File: src/rtl/aximem_arbiter_if.sv
// ---------------------------------------------------------------------------
// aximem_arbiter_if
//
// Bundles every handshake and bus signal of the two-requester memory
// arbiter. Clock and reset are kept as plain module ports.
//
// Signals (directions as seen by the arbiter, i.e. the "slave" modport):
//   r0_* / r1_*  requester command in (req, we, wstrb, addr, wdata),
//                grant pulse, completion pulse, read data and error out
//   m_*          memory command out (req, we, wstrb, addr, wdata),
//                memory ack / completion / read data in
//   busy, owner  arbiter status out
//
// Modports:
//   slave  - the arbiter itself
//   master - the environment driving requests and modelling the memory
// ---------------------------------------------------------------------------
interface aximem_arbiter_if #(
    parameter int ADDR_W = 32,
    parameter int DATA_W = 32
);
    localparam int STRB_W = DATA_W / 8;

    // requester 0 (CPU data port)
    logic              r0_req;
    logic              r0_we;
    logic [STRB_W-1:0] r0_wstrb;
    logic [ADDR_W-1:0] r0_addr;
    logic [DATA_W-1:0] r0_wdata;
    logic              r0_gnt;
    logic              r0_rvalid;
    logic [DATA_W-1:0] r0_rdata;
    logic              r0_err;

    // requester 1 (axi_master_wrapper path)
    logic              r1_req;
    logic              r1_we;
    logic [STRB_W-1:0] r1_wstrb;
    logic [ADDR_W-1:0] r1_addr;
    logic [DATA_W-1:0] r1_wdata;
    logic              r1_gnt;
    logic              r1_rvalid;
    logic [DATA_W-1:0] r1_rdata;
    logic              r1_err;

    // shared memory port
    logic              m_req;
    logic              m_we;
    logic [STRB_W-1:0] m_wstrb;
    logic [ADDR_W-1:0] m_addr;
    logic [DATA_W-1:0] m_wdata;
    logic              m_ack;
    logic              m_rvalid;
    logic [DATA_W-1:0] m_rdata;

    // status
    logic              busy;
    logic              owner;

    modport slave (
        input  r0_req, r0_we, r0_wstrb, r0_addr, r0_wdata,
        output r0_gnt, r0_rvalid, r0_rdata, r0_err,
        input  r1_req, r1_we, r1_wstrb, r1_addr, r1_wdata,
        output r1_gnt, r1_rvalid, r1_rdata, r1_err,
        output m_req, m_we, m_wstrb, m_addr, m_wdata,
        input  m_ack, m_rvalid, m_rdata,
        output busy, owner
    );

    modport master (
        output r0_req, r0_we, r0_wstrb, r0_addr, r0_wdata,
        input  r0_gnt, r0_rvalid, r0_rdata, r0_err,
        output r1_req, r1_we, r1_wstrb, r1_addr, r1_wdata,
        input  r1_gnt, r1_rvalid, r1_rdata, r1_err,
        input  m_req, m_we, m_wstrb, m_addr, m_wdata,
        output m_ack, m_rvalid, m_rdata,
        input  busy, owner
    );
endinterface

File: src/rtl/aximem_arbiter.sv
// ---------------------------------------------------------------------------
// aximem_arbiter
//
// Shares one memory port between two requesters with at most one
// transaction outstanding. A command is latched on grant, presented on the
// memory port until accepted, and the completion is routed back to the
// requester that owns the transaction. Ties are broken round-robin and a
// response that never arrives is completed with an error after TIMEOUT
// cycles spent in ISSUE+WAIT (TIMEOUT = 0 disables this).
//
// Ports:
//   clk    - clock, rising edge
//   reset  - asynchronous, active-high reset
//   bus    - aximem_arbiter_if.slave: requester commands/responses,
//            memory command/response, busy and owner status
//
// All outputs come straight from registers.
// ---------------------------------------------------------------------------
module aximem_arbiter #(
    parameter int ADDR_W  = 32,
    parameter int DATA_W  = 32,
    parameter int TIMEOUT = 255
) (
    input  logic            clk,
    input  logic            reset,
    aximem_arbiter_if.slave bus
);
    localparam int STRB_W = DATA_W / 8;
    // Keep at least one counter bit so the design still elaborates when the
    // timeout is disabled.
    localparam int CNT_W = (TIMEOUT > 0) ? $clog2(TIMEOUT + 1) : 1;
    localparam logic [CNT_W-1:0] CNT_LIMIT = CNT_W'(TIMEOUT);
    localparam logic [CNT_W-1:0] CNT_MAX   = '1;

    typedef enum logic [1:0] {
        ST_IDLE  = 2'd0,
        ST_ISSUE = 2'd1,
        ST_WAIT  = 2'd2
    } state_t;

    // -----------------------------------------------------------------------
    // Requester inputs gathered into vectors indexed by requester number
    // -----------------------------------------------------------------------
    logic [1:0]             req_vec;
    logic [1:0]             we_vec;
    logic [1:0][STRB_W-1:0] wstrb_vec;
    logic [1:0][ADDR_W-1:0] addr_vec;
    logic [1:0][DATA_W-1:0] wdata_vec;

    assign req_vec   = {bus.r1_req,   bus.r0_req};
    assign we_vec    = {bus.r1_we,    bus.r0_we};
    assign wstrb_vec = {bus.r1_wstrb, bus.r0_wstrb};
    assign addr_vec  = {bus.r1_addr,  bus.r0_addr};
    assign wdata_vec = {bus.r1_wdata, bus.r0_wdata};

    // -----------------------------------------------------------------------
    // State
    // -----------------------------------------------------------------------
    state_t                 state_q;
    logic                   last_owner_q;
    logic                   owner_q;
    logic                   busy_q;
    logic [CNT_W-1:0]       cnt_q;

    logic [1:0]             gnt_q;
    logic [1:0]             rvalid_q;
    logic [1:0]             err_q;
    logic [1:0][DATA_W-1:0] rdata_q;

    logic                   m_req_q;
    logic                   m_we_q;
    logic [STRB_W-1:0]      m_wstrb_q;
    logic [ADDR_W-1:0]      m_addr_q;
    logic [DATA_W-1:0]      m_wdata_q;

    // -----------------------------------------------------------------------
    // Arbitration: a lone requester wins outright; on a tie the requester
    // that did not own the previous transaction wins.
    // -----------------------------------------------------------------------
    logic grant_idx_d;

    always_comb begin
        grant_idx_d = 1'b0;
        unique case (req_vec)
            2'b01:   grant_idx_d = 1'b0;
            2'b10:   grant_idx_d = 1'b1;
            2'b11:   grant_idx_d = ~last_owner_q;
            default: grant_idx_d = 1'b0;
        endcase
    end

    // Command selected for latching on grant
    logic              cmd_we_d;
    logic [STRB_W-1:0] cmd_wstrb_d;
    logic [ADDR_W-1:0] cmd_addr_d;
    logic [DATA_W-1:0] cmd_wdata_d;

    assign cmd_we_d    = we_vec[grant_idx_d];
    assign cmd_wstrb_d = wstrb_vec[grant_idx_d];
    assign cmd_addr_d  = addr_vec[grant_idx_d];
    assign cmd_wdata_d = wdata_vec[grant_idx_d];

    // -----------------------------------------------------------------------
    // Timeout counter. cnt_d is the value the counter takes at this edge;
    // the timeout fires on the edge where that value reaches TIMEOUT, so the
    // error completion appears exactly TIMEOUT cycles after entering ISSUE.
    // -----------------------------------------------------------------------
    logic [CNT_W-1:0] cnt_d;
    logic             timeout_hit;

    assign cnt_d       = (cnt_q == CNT_MAX) ? cnt_q : cnt_q + 1'b1;
    assign timeout_hit = (TIMEOUT != 0) && (cnt_d == CNT_LIMIT);

    // -----------------------------------------------------------------------
    // Main FSM with registered outputs
    // -----------------------------------------------------------------------
    always_ff @(posedge clk or posedge reset) begin
        if (reset) begin
            state_q      <= ST_IDLE;
            last_owner_q <= 1'b1;     // requester 0 wins the first tie
            owner_q      <= 1'b0;
            busy_q       <= 1'b0;
            cnt_q        <= '0;
            gnt_q        <= '0;
            rvalid_q     <= '0;
            err_q        <= '0;
            rdata_q      <= '0;
            m_req_q      <= 1'b0;
            m_we_q       <= 1'b0;
            m_wstrb_q    <= '0;
            m_addr_q     <= '0;
            m_wdata_q    <= '0;
        end else begin
            // Pulses and read data live for one cycle only.
            gnt_q    <= '0;
            rvalid_q <= '0;
            err_q    <= '0;
            rdata_q  <= '0;

            unique case (state_q)
                ST_IDLE: begin
                    if (|req_vec) begin
                        owner_q            <= grant_idx_d;
                        gnt_q[grant_idx_d] <= 1'b1;
                        m_req_q            <= 1'b1;
                        m_we_q             <= cmd_we_d;
                        m_wstrb_q          <= cmd_wstrb_d;
                        m_addr_q           <= cmd_addr_d;
                        m_wdata_q          <= cmd_wdata_d;
                        cnt_q              <= '0;
                        busy_q             <= 1'b1;
                        state_q            <= ST_ISSUE;
                    end
                end

                ST_ISSUE: begin
                    // m_rvalid is meaningless before acceptance and is ignored.
                    cnt_q <= cnt_d;
                    if (timeout_hit) begin
                        m_req_q           <= 1'b0;
                        rvalid_q[owner_q] <= 1'b1;
                        err_q[owner_q]    <= 1'b1;
                        last_owner_q      <= owner_q;
                        busy_q            <= 1'b0;
                        state_q           <= ST_IDLE;
                    end else if (bus.m_ack) begin
                        m_req_q <= 1'b0;
                        state_q <= ST_WAIT;
                    end
                end

                ST_WAIT: begin
                    cnt_q <= cnt_d;
                    // A completion arriving on the timeout edge takes priority.
                    if (bus.m_rvalid) begin
                        rvalid_q[owner_q] <= 1'b1;
                        rdata_q[owner_q]  <= m_we_q ? '0 : bus.m_rdata;
                        last_owner_q      <= owner_q;
                        busy_q            <= 1'b0;
                        state_q           <= ST_IDLE;
                    end else if (timeout_hit) begin
                        rvalid_q[owner_q] <= 1'b1;
                        err_q[owner_q]    <= 1'b1;
                        last_owner_q      <= owner_q;
                        busy_q            <= 1'b0;
                        state_q           <= ST_IDLE;
                    end
                end

                default: begin
                    m_req_q <= 1'b0;
                    busy_q  <= 1'b0;
                    state_q <= ST_IDLE;
                end
            endcase
        end
    end

    // -----------------------------------------------------------------------
    // Output mapping
    // -----------------------------------------------------------------------
    assign bus.r0_gnt    = gnt_q[0];
    assign bus.r1_gnt    = gnt_q[1];
    assign bus.r0_rvalid = rvalid_q[0];
    assign bus.r1_rvalid = rvalid_q[1];
    assign bus.r0_err    = err_q[0];
    assign bus.r1_err    = err_q[1];
    assign bus.r0_rdata  = rdata_q[0];
    assign bus.r1_rdata  = rdata_q[1];

    assign bus.m_req     = m_req_q;
    assign bus.m_we      = m_we_q;
    assign bus.m_wstrb   = m_wstrb_q;
    assign bus.m_addr    = m_addr_q;
    assign bus.m_wdata   = m_wdata_q;

    assign bus.busy      = busy_q;
    assign bus.owner     = owner_q;

    // -----------------------------------------------------------------------
    // Structural invariants
    // -----------------------------------------------------------------------
    // Only one requester can hold a grant or a completion at a time.
    assert property (@(posedge clk) disable iff (reset) !(gnt_q[0] && gnt_q[1]));
    assert property (@(posedge clk) disable iff (reset) !(rvalid_q[0] && rvalid_q[1]));
    // The memory command is only presented while in ISSUE.
    assert property (@(posedge clk) disable iff (reset) m_req_q |-> (state_q == ST_ISSUE));
    // A completion always coincides with the return to IDLE.
    assert property (@(posedge clk) disable iff (reset) (|rvalid_q) |-> !busy_q);
    // The command does not move while the memory has not accepted it.
    assert property (@(posedge clk) disable iff (reset)
        (m_req_q && !bus.m_ack) |=> ($stable(m_addr_q) && $stable(m_wdata_q) &&
                                     $stable(m_wstrb_q) && $stable(m_we_q)));

endmodule

File: src/flat_wrapper.sv
// flat-port wrapper written by rule: the top's interface ports become plain ports
module aximem_arbiter_flat 
#(
    parameter int ADDR_W  = 32,
    parameter int DATA_W  = 32,
    parameter int TIMEOUT = 255
)
  (clk, reset, bus_r0_req, bus_r0_we, bus_r0_wstrb, bus_r0_addr, bus_r0_wdata, bus_r0_gnt, bus_r0_rvalid, bus_r0_rdata, bus_r0_err, bus_r1_req, bus_r1_we, bus_r1_wstrb, bus_r1_addr, bus_r1_wdata, bus_r1_gnt, bus_r1_rvalid, bus_r1_rdata, bus_r1_err, bus_m_req, bus_m_we, bus_m_wstrb, bus_m_addr, bus_m_wdata, bus_m_ack, bus_m_rvalid, bus_m_rdata, bus_busy, bus_owner);
  aximem_arbiter_if #(.ADDR_W(ADDR_W), .DATA_W(DATA_W)) bus_i ();
  input  logic clk;
  input  logic reset;
  input wire logic [$bits(bus_i.r0_req)-1:0] bus_r0_req;
  input wire logic [$bits(bus_i.r0_we)-1:0] bus_r0_we;
  input wire logic [$bits(bus_i.r0_wstrb)-1:0] bus_r0_wstrb;
  input wire logic [$bits(bus_i.r0_addr)-1:0] bus_r0_addr;
  input wire logic [$bits(bus_i.r0_wdata)-1:0] bus_r0_wdata;
  output wire logic [$bits(bus_i.r0_gnt)-1:0] bus_r0_gnt;
  output wire logic [$bits(bus_i.r0_rvalid)-1:0] bus_r0_rvalid;
  output wire logic [$bits(bus_i.r0_rdata)-1:0] bus_r0_rdata;
  output wire logic [$bits(bus_i.r0_err)-1:0] bus_r0_err;
  input wire logic [$bits(bus_i.r1_req)-1:0] bus_r1_req;
  input wire logic [$bits(bus_i.r1_we)-1:0] bus_r1_we;
  input wire logic [$bits(bus_i.r1_wstrb)-1:0] bus_r1_wstrb;
  input wire logic [$bits(bus_i.r1_addr)-1:0] bus_r1_addr;
  input wire logic [$bits(bus_i.r1_wdata)-1:0] bus_r1_wdata;
  output wire logic [$bits(bus_i.r1_gnt)-1:0] bus_r1_gnt;
  output wire logic [$bits(bus_i.r1_rvalid)-1:0] bus_r1_rvalid;
  output wire logic [$bits(bus_i.r1_rdata)-1:0] bus_r1_rdata;
  output wire logic [$bits(bus_i.r1_err)-1:0] bus_r1_err;
  output wire logic [$bits(bus_i.m_req)-1:0] bus_m_req;
  output wire logic [$bits(bus_i.m_we)-1:0] bus_m_we;
  output wire logic [$bits(bus_i.m_wstrb)-1:0] bus_m_wstrb;
  output wire logic [$bits(bus_i.m_addr)-1:0] bus_m_addr;
  output wire logic [$bits(bus_i.m_wdata)-1:0] bus_m_wdata;
  input wire logic [$bits(bus_i.m_ack)-1:0] bus_m_ack;
  input wire logic [$bits(bus_i.m_rvalid)-1:0] bus_m_rvalid;
  input wire logic [$bits(bus_i.m_rdata)-1:0] bus_m_rdata;
  output wire logic [$bits(bus_i.busy)-1:0] bus_busy;
  output wire logic [$bits(bus_i.owner)-1:0] bus_owner;
  assign bus_i.r0_req = bus_r0_req;
  assign bus_i.r0_we = bus_r0_we;
  assign bus_i.r0_wstrb = bus_r0_wstrb;
  assign bus_i.r0_addr = bus_r0_addr;
  assign bus_i.r0_wdata = bus_r0_wdata;
  assign bus_r0_gnt = bus_i.r0_gnt;
  assign bus_r0_rvalid = bus_i.r0_rvalid;
  assign bus_r0_rdata = bus_i.r0_rdata;
  assign bus_r0_err = bus_i.r0_err;
  assign bus_i.r1_req = bus_r1_req;
  assign bus_i.r1_we = bus_r1_we;
  assign bus_i.r1_wstrb = bus_r1_wstrb;
  assign bus_i.r1_addr = bus_r1_addr;
  assign bus_i.r1_wdata = bus_r1_wdata;
  assign bus_r1_gnt = bus_i.r1_gnt;
  assign bus_r1_rvalid = bus_i.r1_rvalid;
  assign bus_r1_rdata = bus_i.r1_rdata;
  assign bus_r1_err = bus_i.r1_err;
  assign bus_m_req = bus_i.m_req;
  assign bus_m_we = bus_i.m_we;
  assign bus_m_wstrb = bus_i.m_wstrb;
  assign bus_m_addr = bus_i.m_addr;
  assign bus_m_wdata = bus_i.m_wdata;
  assign bus_i.m_ack = bus_m_ack;
  assign bus_i.m_rvalid = bus_m_rvalid;
  assign bus_i.m_rdata = bus_m_rdata;
  assign bus_busy = bus_i.busy;
  assign bus_owner = bus_i.owner;
  aximem_arbiter #(.ADDR_W(ADDR_W), .DATA_W(DATA_W), .TIMEOUT(TIMEOUT)) u_core (.clk(clk), .reset(reset), .bus(bus_i));
endmodule
File: config.mk
export PLATFORM = sky130hd
export DESIGN_NAME = aximem_arbiter_flat
export DESIGN_NICKNAME = d
export VERILOG_FILES = /design/src/rtl/aximem_arbiter_if.sv /design/src/rtl/aximem_arbiter.sv /design/src/flat_wrapper.sv
export SDC_FILE = /design/constraint.sdc
export NUM_CORES = 1
export LEC_CHECK = 0
export BUFFER_PORTS_ARGS = -buffer_cell sky130_fd_sc_hd__buf_4
export CAP_MARGIN = 20
export CORE_AREA = 3 3 123 125
export CTS_BUF_LIST = sky130_fd_sc_hd__clkbuf_4
export DETAILED_ROUTE_END_ITERATION = 7
export DIE_AREA = 0 0 126 128
export MAX_ROUTING_LAYER = met4
export PLACE_DENSITY = 0.79
export SLEW_MARGIN = 20
export SYNTH_ARGS = -nofsm -noshare
export SYNTH_HDL_FRONTEND = slang
export SYNTH_SLANG_ARGS = --single-unit
File: constraint.sdc
create_clock -name clk -period 8.15 [get_ports clk]
set_input_delay 1.2225 -clock clk [delete_from_list [all_inputs] [get_ports clk]]
set_output_delay 1.2225 -clock clk [all_outputs]
set_load 0.02 [all_outputs]
-- Word level (Yosys, flattened, before mapping)
Cells that the tools add are included.
- register bits: 153
- word-level logic and storage cells: 87
- bits of input ports: 176
- output and inout port bits: 142
- add/subtract/negate cells: 1
- reduce and logical (&&, ||, !) cells: 11
- eq/ne operators: 9
- bitwise operators: 3
- mux-type cells: 44
- order comparisons: 4
- operator list (kind ; count):
    2-to-1 mux 32 bit ; 6
    2-to-1 mux 64 bit ; 2
    AND 64 bit ; 1
    demux 32 bit (select 1 bit) ; 1
    2-to-1 mux 2 bit ; 10
    == test 8 bit, second input constant ; 2
    2-to-1 mux 8 bit ; 2
    one-hot mux 8 bit (2 select lines) ; 1
    2-to-1 mux 1 bit ; 11
    adder 8 x 1 -> 8 bit, second input constant ; 1
    2-to-1 mux 4 bit ; 2
    one-hot mux 2 bit (2 select lines) ; 2
    == test 2 bit, second input constant ; 3
    != test 3 x 2 -> 1 bit, second input constant ; 2
    one-hot mux 1 bit (3 select lines) ; 2
    one-hot mux 2 bit (3 select lines) ; 1
    AND reduction 3 bit ; 2
    < comparator 1 x 2 -> 1 bit, second input constant ; 2
    one-hot mux 1 bit (2 select lines) ; 2
    AND reduction 2 bit ; 2
    nonzero test 2 bit ; 2
    OR reduction 2 bit ; 2
    demux 1 bit (select 1 bit) ; 2
    == test 2 x 1 -> 1 bit, second input constant ; 1
    other kinds (5) ; 8

-- Longest topological paths before layout
- word-level depth: 8
- depth in mapped cells: 8
- depth with buffers taken out: 7

-- Worst setup path after synthesis
OpenSTA, ideal clock, no wires.
- path type: input-to-reg
- start point: input bus_r1_req
- end point: register u_core.m_wdata_q[26], in the netlist u_core.bus.m_wdata[26]
- stages: 5
- setup slack: 5.809 ns
- arrival: 2.206 ns
- setup time: 0.135 ns
- data required time: 8.015 ns
- buffers on the path: 2
- cell sequence: a21boi_0 > clkbuf_1 > clkbuf_1 > mux2i_1 > o21ai_0
- word-level cells in the longest chain between the ends: 4
- elaborated cells between the ends (all ways): 7
- those cells by class: eq/ne (2); mux (3); reduce/logical (2)
- RTL lines (element ; RTL line ; RTL):
    start: declaration ; flat_wrapper.sv:21 ; input wire logic [$bits(bus_i.r1_req)-1:0] bus_r1_req;
    == test 2 bit ; aximem_arbiter.sv:84 ; unique case (req_vec)
    one-hot mux 1 bit (2 select lines) ; aximem_arbiter.sv:84 ;
    2-to-1 mux 32 bit (not written as such) (2 in series) ; aximem_arbiter.sv:101 ; assign cmd_wdata_d = wdata_vec[grant_idx_d];
    end signal: assignment ; aximem_arbiter.sv:149 ; m_wdata_q <= cmd_wdata_d;
    end: declaration ; aximem_arbiter.sv:74 ; logic [DATA_W-1:0] m_wdata_q;
Parallel ways exist; a longest one is shown, timed or not. The select of a mux whose other input is x is not followed.
A chain may end at the register's enable or synchronous reset.

-- Final worst setup path
- start point: register u_core.m_we_q, in the netlist u_core.bus.m_we
- end point: output bus_m_we
- RTL lines (element ; RTL line ; RTL):
    start: declaration ; aximem_arbiter.sv:71 ; logic m_we_q;
    start signal: assignment ; aximem_arbiter.sv:146 ; m_we_q <= cmd_we_d;
    end: declaration ; flat_wrapper.sv:31 ; output wire logic [$bits(bus_i.m_we)-1:0] bus_m_we;
No word-level cell between the ends.

==> flow_summary.rst <==
.. list-table::
   :header-rows: 1

   * - Metric
     - Value
   * - Proportion of register bits with asynchronous set or reset after synthesis
     - 1.00
   * - Final number of max-transition violations
     - 0
   * - Final estimated routing congestion in global placement
     - between 0.8 and 0.9
   * - Half-perimeter wire length after detailed placement
     - between 10,000 and 15,000 um
   * - Worst slew slack as a fraction of its limit
     - 0.296
   * - Hold Slack
     - between 0.4 and 0.5 ns
   * - Number of gates resized after CTS
     - 0
   * - Antenna violations before repair
     - 1
   * - Detail Route met2 WL
     - 9840 um
   * - Post-Place Setup Slack
     - roughly 5 ns
   * - Post-Synthesis Mean Instance Area
     - around 11 um2
   * - Chip height
     - between 100 and 150 um
   * - Count of input and output buffers
     - around 320
   * - Slowest cell delay on critical path
     - approximately 1 ns
   * - Hold buffers post-CTS
     - 0
   * - Required time at the endpoint of the critical path
     - just under 7 ns
   * - Final net count
     - between 1,000 and 1,500
   * - Final worst path period need
     - 3.06 ns
   * - Critical path, cell by cell
     - buf_4
   * - Kind of launch point of the worst setup path
     - flip-flop
   * - TritonCTS clock tree
     - built
   * - Summed instance area of the synthesized netlist
     - 0.00641 mm2
   * - Vias in the first global route
     - around 5,400
   * - Top-area cell type share of the netlist area
     - 0.593
   * - Core area
     - between 0.01 and 0.015 mm2
   * - Clock buffer count from CTS
     - 17
   * - DRT iter0 DRCs
     - 402
   * - Detail Route Antenna Nets
     - 0
   * - Worst min-delay path class
     - reg2reg
   * - Area growth syn-to-layout
     - 44.0%
   * - Switch share
     - 0.396
   * - Post-CTS repair timing setup buffer count
     - 0
   * - Slack of the critical path
     - just over 5 ns
   * - Combinational Power Share
     - 0.432
   * - Starting density of the core
     - 0.458
   * - Final Power
     - approximately 2.8 mW
   * - Crit path kind
     - reg2out
   * - Primary flip-flop cell chosen by synthesis mapping
     - sky130_fd_sc_hd__dfrtp_1
   * - Switching power total
     - between 1 and 1.5 mW
   * - Uppermost layer routed
     - met4
   * - Crit. End Element
     - primary output
   * - Clock sink count
     - about 150
   * - Slew at the pin closest to its max-slew limit
     - 1.06 ns
   * - CTS Buffer Depth
     - 2
   * - X dimension of the die
     - 126 um
   * - Pwr/cell area
     - between 300 and 400 mW/mm2
   * - Run status
     - finished clean
   * - Worst Path Arrival
     - around 1.8 ns
   * - Cell-internal power
     - 1.72 mW
   * - H-tree depth
     - 4
   * - Combined global-route utilization of all metal layers
     - 0.241
   * - Biggest fanout along the worst timing path
     - 34
   * - Max frequency
     - around 330 MHz
   * - Number of cell rows
     - 43
   * - Flop and latch count out of synthesis
     - approximately 150
   * - Post-synth EDFFs
     - 0
   * - Yosys warning total
     - 0
   * - Average routed wire per standard cell
     - between 15 and 20 um
   * - Top cells by area, synth
     - sky130_fd_sc_hd__dfrtp_1, sky130_fd_sc_hd__mux2i_1, sky130_fd_sc_hd__o21ai_0
   * - Crit path buf inv count
     - 1
   * - Post-detailed-route DRC marker count
     - 0
   * - Register-to-register path setup slack
     - 5.62 ns
   * - Post-detailed-routing wire length
     - between 15,000 and 20,000 um
   * - Via density per instance
     - 4.98
   * - Grt total ovfl
     - 0
   * - Clock group share of total power
     - 0.178
   * - Pin count of the biggest net entering global routing
     - roughly 130
   * - Share of final-layout standard cells stronger than drive strength 1
     - 0.399
   * - Final sum of negative setup slack
     - 0 ns
   * - Die Outline Area
     - about 0.016 mm2
   * - Cell family with most CP delay
     - flip-flops
   * - Period utilisation layout
     - 0.376
   * - Final Skew
     - 0.0165 ns
   * - Total leakage power
     - ~4.8 nW
   * - Clock transition at the register clock pins on the worst setup and hold paths after CTS
     - between 0.1 and 0.15 ns
   * - Most area-hungry cell type in the Yosys netlist
     - sky130_fd_sc_hd__dfrtp_1
   * - Sequential Power Share
     - 0.390
   * - Number of nets in the synthesized netlist
     - just under 800
   * - Clk Latency, worst-skew pair
     - 0.56 ns
   * - Max-cap violations
     - 0
   * - Global-route wire length before repair
     - 29,400 um
   * - Metal3 WL
     - roughly 1100 um
   * - Number of optimization iterations in the first detailed-route pass
     - 4
   * - Post-Route Utilization
     - 0.660
   * - Clock root buffer master
     - sky130_fd_sc_hd__clkbuf_4
   * - Cells after synthesis
     - 598
   * - Post-Route M1 WL
     - 7880 um
   * - Count of endpoints failing setup in the final report
     - 0
   * - Peak ir drop on the vdd network
     - 0.223 mV
   * - Post-synthesis sequential area ratio
     - 0.598
   * - Setup repair after global routing missed its margin
     - false
   * - Most frequently used cell type in the post-synthesis netlist
     - sky130_fd_sc_hd__dfrtp_1
   * - Master of the slowest instance on the critical path
     - sky130_fd_sc_hd__dfrtp_1
   * - Cell variety after synth
     - 48
   * - Number of vias after detailed routing
     - approximately 5,400
   * - Number of failing hold endpoints at the final stage
     - 0
   * - IO Count
     - approximately 320
   * - Top cell types by occurrence after synthesis
     - sky130_fd_sc_hd__dfrtp_1, sky130_fd_sc_hd__nand2_1, sky130_fd_sc_hd__nor2_1
-- cell usage in the layout, fill, tap and decap left out, types with 2 or more instances in the layout --
cell / Yosys / layout
sky130_fd_sc_hd__clkbuf_4: 0 / 17
sky130_fd_sc_hd__a21oi_1: 13 / 13
sky130_fd_sc_hd__o41ai_1: 2 / 2
sky130_fd_sc_hd__clkinv_2: 0 / 4
sky130_fd_sc_hd__a21o_1: 4 / 4
sky130_fd_sc_hd__inv_6: 0 / 3
sky130_fd_sc_hd__and2_1: 2 / 2
sky130_fd_sc_hd__nor2b_1: 2 / 2
sky130_fd_sc_hd__o21ai_1: 3 / 2
sky130_fd_sc_hd__nand4_1: 2 / 2
sky130_fd_sc_hd__a31oi_1: 3 / 3
sky130_fd_sc_hd__buf_4: 0 / 320
sky130_fd_sc_hd__nor3_1: 3 / 3
sky130_fd_sc_hd__dfrtp_1: 152 / 152
sky130_fd_sc_hd__nor2_1: 75 / 75
sky130_fd_sc_hd__a22o_1: 15 / 15
sky130_fd_sc_hd__bufinv_16: 0 / 4
sky130_fd_sc_hd__o21ai_0: 66 / 66
sky130_fd_sc_hd__inv_1: 8 / 7
sky130_fd_sc_hd__ha_1: 5 / 5
sky130_fd_sc_hd__nand2_1: 78 / 77
sky130_fd_sc_hd__nand2b_1: 34 / 34
sky130_fd_sc_hd__nand3_1: 4 / 4
sky130_fd_sc_hd__mux2i_1: 62 / 62
-- stage by stage --
stage / instance area [um2] / cells
3_3_place_gp: 8910 / 1060
4_1_cts: 9220 / 1090
2_1_floorplan: 6410 / 598
3_5_place_dp: 8920 / 1060
6_report: 9230 / 1091
5_1_grt: 9230 / 1091
-- worst register-to-register path: stages, from the launching register on --
cell and delay (ns):
sky130_fd_sc_hd__dfrtp_1 0.46, sky130_fd_sc_hd__ha_1 0.44, sky130_fd_sc_hd__nand4_1 0.21, sky130_fd_sc_hd__nor3_1 0.21
sky130_fd_sc_hd__o21ai_1 0.13, sky130_fd_sc_hd__nor4_4 0.58, sky130_fd_sc_hd__o21ai_2 0.13, sky130_fd_sc_hd__mux2_4 0.31
-- area by class of cell --
class                   count  area (um2)
diodes                      1        2.50
clock buffers              17         128
clock inverters            13         178
fillers                  1107        4760
inverters                   8        35.0
multi-input cells         398        2420
flip-flops and latches    153        3830
well taps                 180         225
repair buffers            321        2410
-- final timing paths --
path	start	endpoint	depth (start not counted)
setup / recovery	u_core.bus.m_we	bus_m_we	1
hold / removal	u_core.bus.m_wdata[0]	u_core.bus.m_wdata[0]	2
setup reg to reg	u_core.cnt_q[0]	u_core.last_owner_q	7
hold reg to reg	u_core.bus.m_wdata[0]	u_core.bus.m_wdata[0]	2
max in group asynchronous	reset	u_core.bus.m_addr[8]	3
min in group asynchronous	reset	u_core.bus.r0_rdata[11]	2
-- routing by layer --
layer / global-route usage / up-vias
met5: - / -
met4: 0.0934 / 0
met3: 0.0571 / 34
met2: 0.385 / 220
met1: 0.301 / 2553
li1: - / 2630
-- state kept, by name, summed over array words and instances (netlist names) --
name and count:
u_core.bus.m_addr 32, u_core.bus.m_req 1, u_core.bus.r1_rdata 32, u_core.bus.m_we 1, u_core.rvalid_q 2, u_core.bus.owner 1, u_core.bus.m_wstrb 4, u_core.state_q 2
u_core.bus.m_wdata 32, u_core.bus.busy 1, u_core.cnt_q 8, u_core.bus.r0_rdata 32, u_core.err_q 2, u_core.last_owner_q 1, u_core.gnt_q 2
-- power groups by stage --
stage          Combinational (mW)  Sequential [mW]  Clock [mW]
2_1_floorplan               0.494             1.33           0
3_3_place_gp                 1.22             1.12           0
3_5_place_dp                 1.24             1.12           0
4_1_cts                      1.24             1.11       0.521
5_1_grt                      1.34             1.14       0.554
6_report                     1.23             1.11       0.507
-- cell families after synthesis --
group                      after synthesis  share of synthesized area
muxes                                   64                      0.101
and+or+nand+nor                        211                      0.150
xor gates and xnor gates                 1                    0.00137
AOI/OAI and AO/OA                      117                      0.111
adders and majority gates                5                    0.00976
buffers and inverters                   47                     0.0295
DFF                                    153                      0.598
Note: power is estimated with default switching activity, not from simulation.
